<file path="config.mk">
export PLATFORM = sky130hd
export DESIGN_NAME = pipe_stage_reg
export DESIGN_NICKNAME = d
export VERILOG_FILES = /design/src/rtl/pipe_stage_reg_pkg.sv /design/src/rtl/pipe_stage_reg.sv
export SDC_FILE = /design/constraint.sdc
export NUM_CORES = 1
export LEC_CHECK = 0
export CAP_MARGIN = 10
export CORE_MARGIN = 1
export CORE_UTILIZATION = 32
export DETAILED_ROUTE_END_ITERATION = 10
export SYNTH_ARGS = -nofsm -noshare
export SYNTH_HDL_FRONTEND = slang
export SYNTH_SLANG_ARGS = --single-unit
</file>
<file path="constraint.sdc">
create_clock -name clk -period 1.92 [get_ports clk]
set_input_delay 0.384 -clock clk [delete_from_list [all_inputs] [get_ports clk]]
set_output_delay 0.384 -clock clk [all_outputs]
set_load 0.02 [all_outputs]
</file>
<file path="src/rtl/pipe_stage_reg_pkg.sv">
// Shared types and constants for the generic pipeline stage register.
package pipe_stage_reg_pkg;

  localparam int unsigned PIPE_ST_W = 2;

  // Occupancy-encoded states: the encoding doubles as the entry count.
  typedef enum logic [PIPE_ST_W-1:0] {
    ST_EMPTY = 2'd0,
    ST_ONE   = 2'd1,
    ST_TWO   = 2'd2
  } pipe_st_e;

  // addi x0, x0, 0 -- bubble value loaded on reset and flush.
  localparam logic [31:0] INST_NOP = 32'h0000_0013;

  // Number of entries held in a given state.
  function automatic logic [PIPE_ST_W-1:0] st_occ(input pipe_st_e st);
    return PIPE_ST_W'(st);
  endfunction

endpackage

</file>
<file path="src/rtl/pipe_stage_reg.sv">
// Parametrised pipeline register with valid/ready handshake, optional
// two-entry skid buffer, synchronous flush and a saturating stall counter.
module pipe_stage_reg
  import pipe_stage_reg_pkg::*;
#(
  parameter int unsigned DW      = 32,
  parameter bit          SKID_EN = 1'b1,
  parameter logic [31:0] RST_VAL = INST_NOP,
  parameter int unsigned CNT_W   = 16
) (
  input  logic             clk,
  input  logic             rst_n,
  input  logic             flush_i,
  input  logic             up_valid_i,
  output logic             up_ready_o,
  input  logic [DW-1:0]    up_data_i,
  output logic             dn_valid_o,
  input  logic             dn_ready_i,
  output logic [DW-1:0]    dn_data_o,
  output logic [1:0]       occ_o,
  output logic [CNT_W-1:0] stall_cnt_o
);

  localparam logic [DW-1:0] RST_DW = DW'(RST_VAL);

  pipe_st_e         st_q;
  pipe_st_e         st_nxt;
  logic [DW-1:0]    m_q;
  logic [DW-1:0]    m_nxt;
  logic [DW-1:0]    s_q;
  logic [CNT_W-1:0] stall_cnt_q;
  logic             up_fire;
  logic             dn_fire;

  assign up_fire     = up_valid_i & up_ready_o;
  assign dn_fire     = dn_valid_o & dn_ready_i;
  assign dn_valid_o  = (st_q != ST_EMPTY);
  assign occ_o       = st_occ(st_q);
  assign dn_data_o   = m_q;
  assign stall_cnt_o = stall_cnt_q;

  // Next state and main-register update; flush overrides every transfer.
  always_comb begin
    st_nxt = st_q;
    m_nxt  = m_q;
    if (flush_i) begin
      st_nxt = ST_EMPTY;
      m_nxt  = RST_DW;
    end else begin
      unique case (st_q)
        ST_EMPTY: begin
          if (up_fire) begin
            st_nxt = ST_ONE;
            m_nxt  = up_data_i;
          end
        end
        ST_ONE: begin
          if (up_fire && dn_fire) begin
            m_nxt = up_data_i;
          end else if (up_fire && SKID_EN) begin
            st_nxt = ST_TWO;
          end else if (dn_fire) begin
            st_nxt = ST_EMPTY;
          end
        end
        ST_TWO: begin
          if (dn_fire) begin
            st_nxt = ST_ONE;
            m_nxt  = s_q;
          end
        end
        default: begin
          st_nxt = ST_EMPTY;
          m_nxt  = RST_DW;
        end
      endcase
    end
  end

  // State and main payload register.
  always_ff @(posedge clk or negedge rst_n) begin
    if (!rst_n) begin
      st_q <= ST_EMPTY;
      m_q  <= RST_DW;
    end else begin
      st_q <= st_nxt;
      m_q  <= m_nxt;
    end
  end

  // Stall-cycle counter: sticks at all-ones, cleared only by reset.
  always_ff @(posedge clk or negedge rst_n) begin
    if (!rst_n) begin
      stall_cnt_q <= '0;
    end else if (dn_valid_o && !dn_ready_i && !flush_i && (stall_cnt_q != '1)) begin
      stall_cnt_q <= stall_cnt_q + CNT_W'(1);
    end
  end

  if (SKID_EN) begin : g_skid
    logic [DW-1:0] s_nxt;
    logic          rdy_q;

    // Skid entry captures the beat that arrives while M is stalled.
    always_comb begin
      s_nxt = s_q;
      if (flush_i) begin
        s_nxt = RST_DW;
      end else if ((st_q == ST_ONE) && up_fire && !dn_fire) begin
        s_nxt = up_data_i;
      end else if ((st_q == ST_TWO) && dn_fire) begin
        s_nxt = RST_DW;
      end
    end

    // Skid register and registered ready (low only while both entries are full).
    always_ff @(posedge clk or negedge rst_n) begin
      if (!rst_n) begin
        s_q   <= RST_DW;
        rdy_q <= 1'b0;
      end else begin
        s_q   <= s_nxt;
        rdy_q <= (st_nxt != ST_TWO);
      end
    end

    assign up_ready_o = rdy_q & ~flush_i;
  end else begin : g_no_skid
    logic rst_done_q;

    // Holds ready low while in reset and releases it on the first edge after.
    always_ff @(posedge clk or negedge rst_n) begin
      if (!rst_n) begin
        rst_done_q <= 1'b0;
      end else begin
        rst_done_q <= 1'b1;
      end
    end

    assign s_q        = RST_DW;
    assign up_ready_o = rst_done_q & ~flush_i & (dn_ready_i | ~dn_valid_o);
  end

endmodule

</file>
==> summary.txt <==
Worst setup path
  • Cell-by-cell listing of the critical path: clkdlybuf4s50_1
  • Launching element type of the critical path: flip-flop
  • Crit Path Category: reg -> out
  • WP data arrival: 1480 ps
  • Combined buffer and inverter count along the critical path: 1
  • Top fanout value on the critical path: 2
  • Slowest CP cell: sky130_fd_sc_hd__clkdlybuf4s50_1
  • Top delay family on crit path: buffers and inverters
  • Required time of the critical path: 1540 ps
  • Longest individual stage delay on the worst path: 600 ps
  • Capturing element type of the critical path: output port

Die
  • Vertical die dimension: 109.5 um
  • Number of core rows: 38
  • Core Box Area: 11030 sq um
  • Die Area: 11980 sq um
  • Die extent in x: 109.5 um
  • I/O pin total: 89
  • Initial cell density of the core: 0.3351

Logic synthesis
  • Post-synth ARST share: 1.000
  • Synthesized area: 3696 sq um
  • Synth cell types: 34
  • Syn Nets: 383
  • Register bit count reported by yosys: 83
  • Syn Inst Count: 345
  • Total of warnings raised by yosys: 0
  • Sequential element share of the synthesized area: 0.5640
  • Ys flop type: sky130_fd_sc_hd__dfrtp_1
  • Number of synthesized flops with an enable pin: 0
  • Mean area per synthesized cell: 10.71 sq um

Power
  • Final total power: 4.547 mW
  • Internal Dissipation: 3.227 mW
  • Power density of the placed cells: 865.5 nW/um^2
  • Power dissipated by switching net loads: 1.321 mW
  • Part of the total power dissipated in combinational logic: 0.204
  • Clk pwr share: 0.362
  • Sw frac: 0.2904
  • VDD IR-drop max: 0.4504 mV
  • Fraction of power consumed by sequential logic: 0.434
  • Pleak: 2.284 nW

Clocking
  • Buffers inserted by post-CTS timing repair: 0
  • Clock tree from TritonCTS: done
  • Number of buffers created by CTS: 9
  • Register clock-pin slew on the reported worst setup and hold paths: 70 ps
  • Longest Clk Path Bufs: 2
  • Total number of clock tree sinks: 83
  • Number of H-tree branching levels: 3
  • Worst skew pair latency: 340 ps
  • Root buffer cell: sky130_fd_sc_hd__clkbuf_16

Place
  • Half-perimeter wire length of the detailed placement result: 6360 um
  • Weighted congestion reported at the end of routability-driven placement: 0.7252
  • Buffers on Ports: 88
  • Worst setup timing slack at the placement stage: -436.9 ps

Final layout
  • Proportion of layout cells with a drive suffix above 1: 0.1413
  • Most common library cell in the layout ignoring fill and taps: sky130_fd_sc_hd__clkdlybuf4s50_1
  • Total number of nets in the final design: 486
  • Antenna diode count: 0
  • Layout overhead on the synthesized area: 42.15%
  • Top library cells by usage in the layout, fill and taps aside: 82 x sky130_fd_sc_hd__clkdlybuf4s50_1, 76 x sky130_fd_sc_hd__dfrtp_1, 35 x sky130_fd_sc_hd__nor2_1

Routing
  • Routed wl met2: 4195 um
  • Routed length on met3: 378 um
  • Top routing layer in use: met4
  • DR pass1 iterations: 4
  • DR vias: 3000
  • WL final: 9231 um
  • Wire length per cell: 15.57 um
  • Antenna-violating nets left: 0
  • M1 wire length: 4561 um
  • Post-route DRC: 0
  • Number of vias per cell after detailed routing: 5.059
  • DRT iter0 DRCs: 112

Timing
  • Total Neg Setup Slack: 0 ps
  • Worst slew pin tran: 386.9 ps
  • Part of the cycle the worst path needs: 0.9685
  • RSZ-0062 raised after global routing: false
  • Clk_skew: 10.30 ps
  • Minimum clock period: 1859 ps
  • Setup Viol. Count Final: 0
  • Count of final hold-check violations: 0
  • Post-route worst setup slack: 60.55 ps
  • Fmax achieved: 0.5378 GHz
  • Max Transition Viols Final: 0
  • Worst slew margin: 0.7385

Flow run
  • # Max-Cap Violations: 0

GRT
  • Residual overflow from global routing: 0
  • Number of antenna violations at the first check in global routing: 0
  • Wire length of the first global-routing pass: 15360 um
  • Maximum number of pins on one net before global-route repair: 48
  • Number of global-route vias before repair: 3009
  • Global-route usage over all layers: 0.1671

Run status
  • Run status: complete, no violations

Hold path
  • Worst hold path type: in -> async
-- power groups by stage --
| stage | clock network (mW) | logic, mW | registers [mW] |
|---|---|---|---|
| floorplan | 0 | 0.293 | 2.14 |
| global placement | 0 | 0.924 | 2.00 |
| detailed placement | 0 | 0.938 | 2.01 |
| CTS | 1.68 | 0.942 | 1.98 |
| global route | 1.77 | 1.01 | 1.99 |
| finish | 1.64 | 0.928 | 1.97 |
-- timing repair --
item / 4_1_cts / 5_1_grt
endpoints found under the hold margin: 17 / 0
resized for setup: 4 / 3
endpoints found under the setup margin: 5 / 4
hold buffers: 1 / 0
pin swaps: 0 / 1
-- cell usage after synthesis, types with 3 or more instances --
cell	n	area, sq um
sky130_fd_sc_hd__a211oi_1	30	225.2
sky130_fd_sc_hd__nand4_1	6	37.54
sky130_fd_sc_hd__xor2_1	12	105.1
sky130_fd_sc_hd__nand3_1	7	35.03
sky130_fd_sc_hd__nand2_1	10	37.54
sky130_fd_sc_hd__o22a_1	4	35.03
sky130_fd_sc_hd__a22o_1	28	245.2
sky130_fd_sc_hd__dfstp_2	6	157.7
sky130_fd_sc_hd__a21oi_1	30	150.1
sky130_fd_sc_hd__nor3_1	4	20.02
sky130_fd_sc_hd__inv_1	3	11.26
sky130_fd_sc_hd__dfrtp_1	77	1927
sky130_fd_sc_hd__o221ai_1	3	26.28
sky130_fd_sc_hd__nor2b_1	32	200.2
sky130_fd_sc_hd__clkbuf_1	23	86.33
sky130_fd_sc_hd__nor4_1	7	43.79
sky130_fd_sc_hd__nor2_1	35	131.4
sky130_fd_sc_hd__nand2b_1	5	31.28
-- through the flow --
step | hold slack (ps) | util | std cells | cell area (sq um)
finish | 495.0 | 0.4763 | 593 | 5254
floorplan | 88.41 | - | 345 | 3711
global placement | 309.6 | 0.4480 | 576 | 4942
global route | 515.6 | 0.4763 | 593 | 5254
detailed placement | 313.6 | 0.4480 | 576 | 4942
CTS | 500.1 | 0.4753 | 593 | 5243
-- final timing paths --
path / slack, ps / startpoint / to / cells past startpoint
max in group asynchronous: 770 / rst_n / dn_data_o[12]$_DFFE_PN0P_ / 3
hold reg to reg: 500 / s_q[28]$_DFFE_PN0P_ / s_q[28]$_DFFE_PN0P_ / 1
hold / removal: 500 / rst_n / dn_data_o[23]$_DFFE_PN0P_ / 2
min in group clk: 500 / s_q[28]$_DFFE_PN0P_ / s_q[28]$_DFFE_PN0P_ / 1
setup / recovery: 60 / dn_data_o[0]$_DFFE_PN1P_ / dn_data_o[0] / 1
setup reg to reg: 120 / stall_cnt_o[1]$_DFFE_PN0P_ / stall_cnt_o[11]$_DFFE_PN0P_ / 6
-- logic make-up (layout without fill, tap and decap cells) --
logic type	after synthesis	in the layout	share of synthesized area
XOR/XNOR	14	14	0.03318
AO/OA/AOI/OAI	100	100	0.1953
multiplexers	3	3	0.008801
buffers and inverters	29	137	0.03216
flip-flops	83	83	0.5640
adder cells (fa/ha/maj)	1	1	0.003385
AND/OR/NAND/NOR	115	115	0.1632
-- final cells by class --
type	instances	area [sq um]
clock inverters	7	57.56
repair buffers	118	1141
well taps	140	175.2
multi-input cells	233	1558
inverters	3	11.26
flip-flops and latches	83	2086
fillers	1083	5777
clock buffers	9	225.2
-- state kept, by name, indices dropped and copies added, names as in the netlist --
signal        flops
stall_cnt_o      16
occ_o             2
dn_data_o        32
g_skid.rdy_q      1
s_q              32
-- routing by layer --
layer / global-route usage / vias to the layer above
li1: - / 1460
met5: 0 / -
met1: 0.2349 / 1460
met4: 0.05333 / 0
met2: 0.2583 / 72
met3: 0.03320 / 8
Note: power is estimated with default switching activity, not from simulation.
==> RTL edit: new RTL, same settings <==
Put one more register stage on the output `stall_cnt_o`, without a reset. The value now appears one clock later. The other outputs are not delayed to match.
--- a/src/rtl/pipe_stage_reg.sv
+++ b/src/rtl/pipe_stage_reg.sv
@@ -37,7 +37,9 @@
   assign dn_valid_o  = (st_q != ST_EMPTY);
   assign occ_o       = st_occ(st_q);
   assign dn_data_o   = m_q;
-  assign stall_cnt_o = stall_cnt_q;
+  always_ff @(posedge clk) begin
+    stall_cnt_o <= stall_cnt_q;
+  end
 
   // Next state and main-register update; flush overrides every transfer.
   always_comb begin
Check against the original RTL: not equivalent (Yosys sat finds a counterexample within 4 cycles, from zero or initial values and one cycle with rst_n low).
==> RTL edit against the unedited design <==
- area after synthesis grew 9.7%
- total power grew 14%
- sequential cell count grew 16
- via count grew 3.8%
- synthesized cell count grew 6.1%
- first-iteration DRC count grew 19%
- routed wire length grew 3.8%
- design area grew 7.6%
- largest power group unchanged
- largest cell class unchanged
- worst setup slack is essentially flat
- fmax is essentially flat
==> RTL edit: results (changes against the unedited design) <==
metric;value;unit;change
area share of fa/ha/maj cells after synthesis;0.00309;;-0.000299
worst setup path end;dn_data_o[1];;
sequential share of the synthesized area;0.593;;+0.0292
Critical Path Start;dn_data_o[1]$_DFFE_PN1P_;;
share of cells above drive strength 1;0.120;;-0.0214
overall track demand over capacity in global routing;0.156;;-0.0116
# fillers;1154;;+6.6%
min cycle time layout;1.86;ns;-0.000268 ns
vias in the first global route;3117;;+3.6%
worst reg2reg setup slack;0.18;ns;+0.06 ns
HPWL after DPL;6440;um;+1.3%
syn_nets;404;;+5.5%
YS warnings;0;;unchanged
Final Skew;0.00644;ns;-0.00386 ns
mux cell area share after synthesis;0.00525;;-0.00355
vias per cell;4.91;;-3.0%
Met3 Wirelength;309;um;-18%
H-Tree Depth;3;;unchanged
RR Endpoint;dn_data_o[24]$_DFFE_PN0P_;;
Post-synth EDFFs;0;;unchanged
Root Driver;clkbuf_16;;
max_slew headroom;0.583;;-0.156
xor-xnor portion of the synthesized cell area;0.0238;;-0.00941
NumNets Final;500;;+2.9%
top sig layer;met4;;
met2 wire length;4680;um;+12%
# Post-CTS Setup Buffers;0;;unchanged
routability cong.;0.800;;+10%
Worst-path clk slew;0.06;ns;
leak pwr;2.43;nW;+6.6%
wirelength, routed;9580;um;+3.8%
CTS buffer count;9;;unchanged
Iter 0 DRT Violations;133;;+19%
ys async rst share;0.838;;-0.162
largest net degree at the start of global routing;84;;+75%
Hold Slack;0.0280;ns;-0.467 ns
most frequent cells after synthesis;dfrtp_1, nor2_1, nor2b_1;;
peak supply drop;0.489;mV;+8.6%
WL met1;4350;um;-4.7%
Largest stage delay, worst path;0.60;ns;about the same
compound-gate portion of the synthesized area;0.190;;-0.00551
clock tree buffer depth;2;;unchanged
worst reg2reg startpoint;occ_o[1]$_DFF_PN0_;;
Area after DPL;5300;um2;+7.3%
worst slack, placed;-0.269;ns;+0.168 ns
arrival time worst endpoint;1.48;ns;about the same
initial antenna violation count;0;;unchanged
Yosys cell types;45;;+32%
ranking of synthesized cells by area;dfrtp_1, dfxtp_1, a22o_1, a211oi_1, nor2b_1;;
first-pass GRT wire length;15600;um;+1.5%
reg2reg path depth;5;;-1
status;completed;;
## RTL edit: area by class of cell
type,instances,area (um2),area share
Sequential cell,99,2400,0.426
Multi-Input combinational cell,238,1560,0.277
Timing Repair Buffer,111,1130,0.199
Clock buffer,14,297,0.0525
Tap cell,168,210,0.0372
Clock inverter,2,38.8,0.00686
Inverter,3,11.3,0.00199
## RTL edit: timing repair
item | 4_1_cts | 5_1_grt
hold buffers | 0 | 0
setup endpoints to repair | 2 | 4
resized for setup | 3 | 4
## RTL edit: worst register-to-register path: cells and delay by family (launching register included)
kind                   cells  cell delay (ns)
flip-flops                 1             0.40
AND/OR/NAND/NOR            1             0.46
AO/OA/AOI/OAI              2             0.42
buffers and inverters      2             0.36
## RTL edit: kinds of logic after synthesis
family / Yosys count
simple gates: 116
compound gates: 108
flops: 99
buf+inv: 29
xor+xnor: 11
mux: 2
fa+ha+maj: 1
## RTL edit: routing by layer
layer | global-route usage | vias up
li1 | - | 1516
met2 | 0.257 | 67
met3 | 0.0281 | 16
met4 | 0.0892 | 0
met1 | 0.191 | 1516
met5 | 0 | -
## RTL edit: report_power, final
part           switching (W)  internal [W]  total (W)
combinational       0.000434      0.000425   0.000858
clock               0.000761       0.00121    0.00197
sequential          0.000116       0.00225    0.00237
## RTL edit: through the flow
stage | std cells | setup TNS (ns)
global route | 635 | 0
floorplan | 366 | 0
CTS | 635 | 0
global placement | 619 | -12.72
finish | 635 | 0
detailed placement | 619 | -14.02
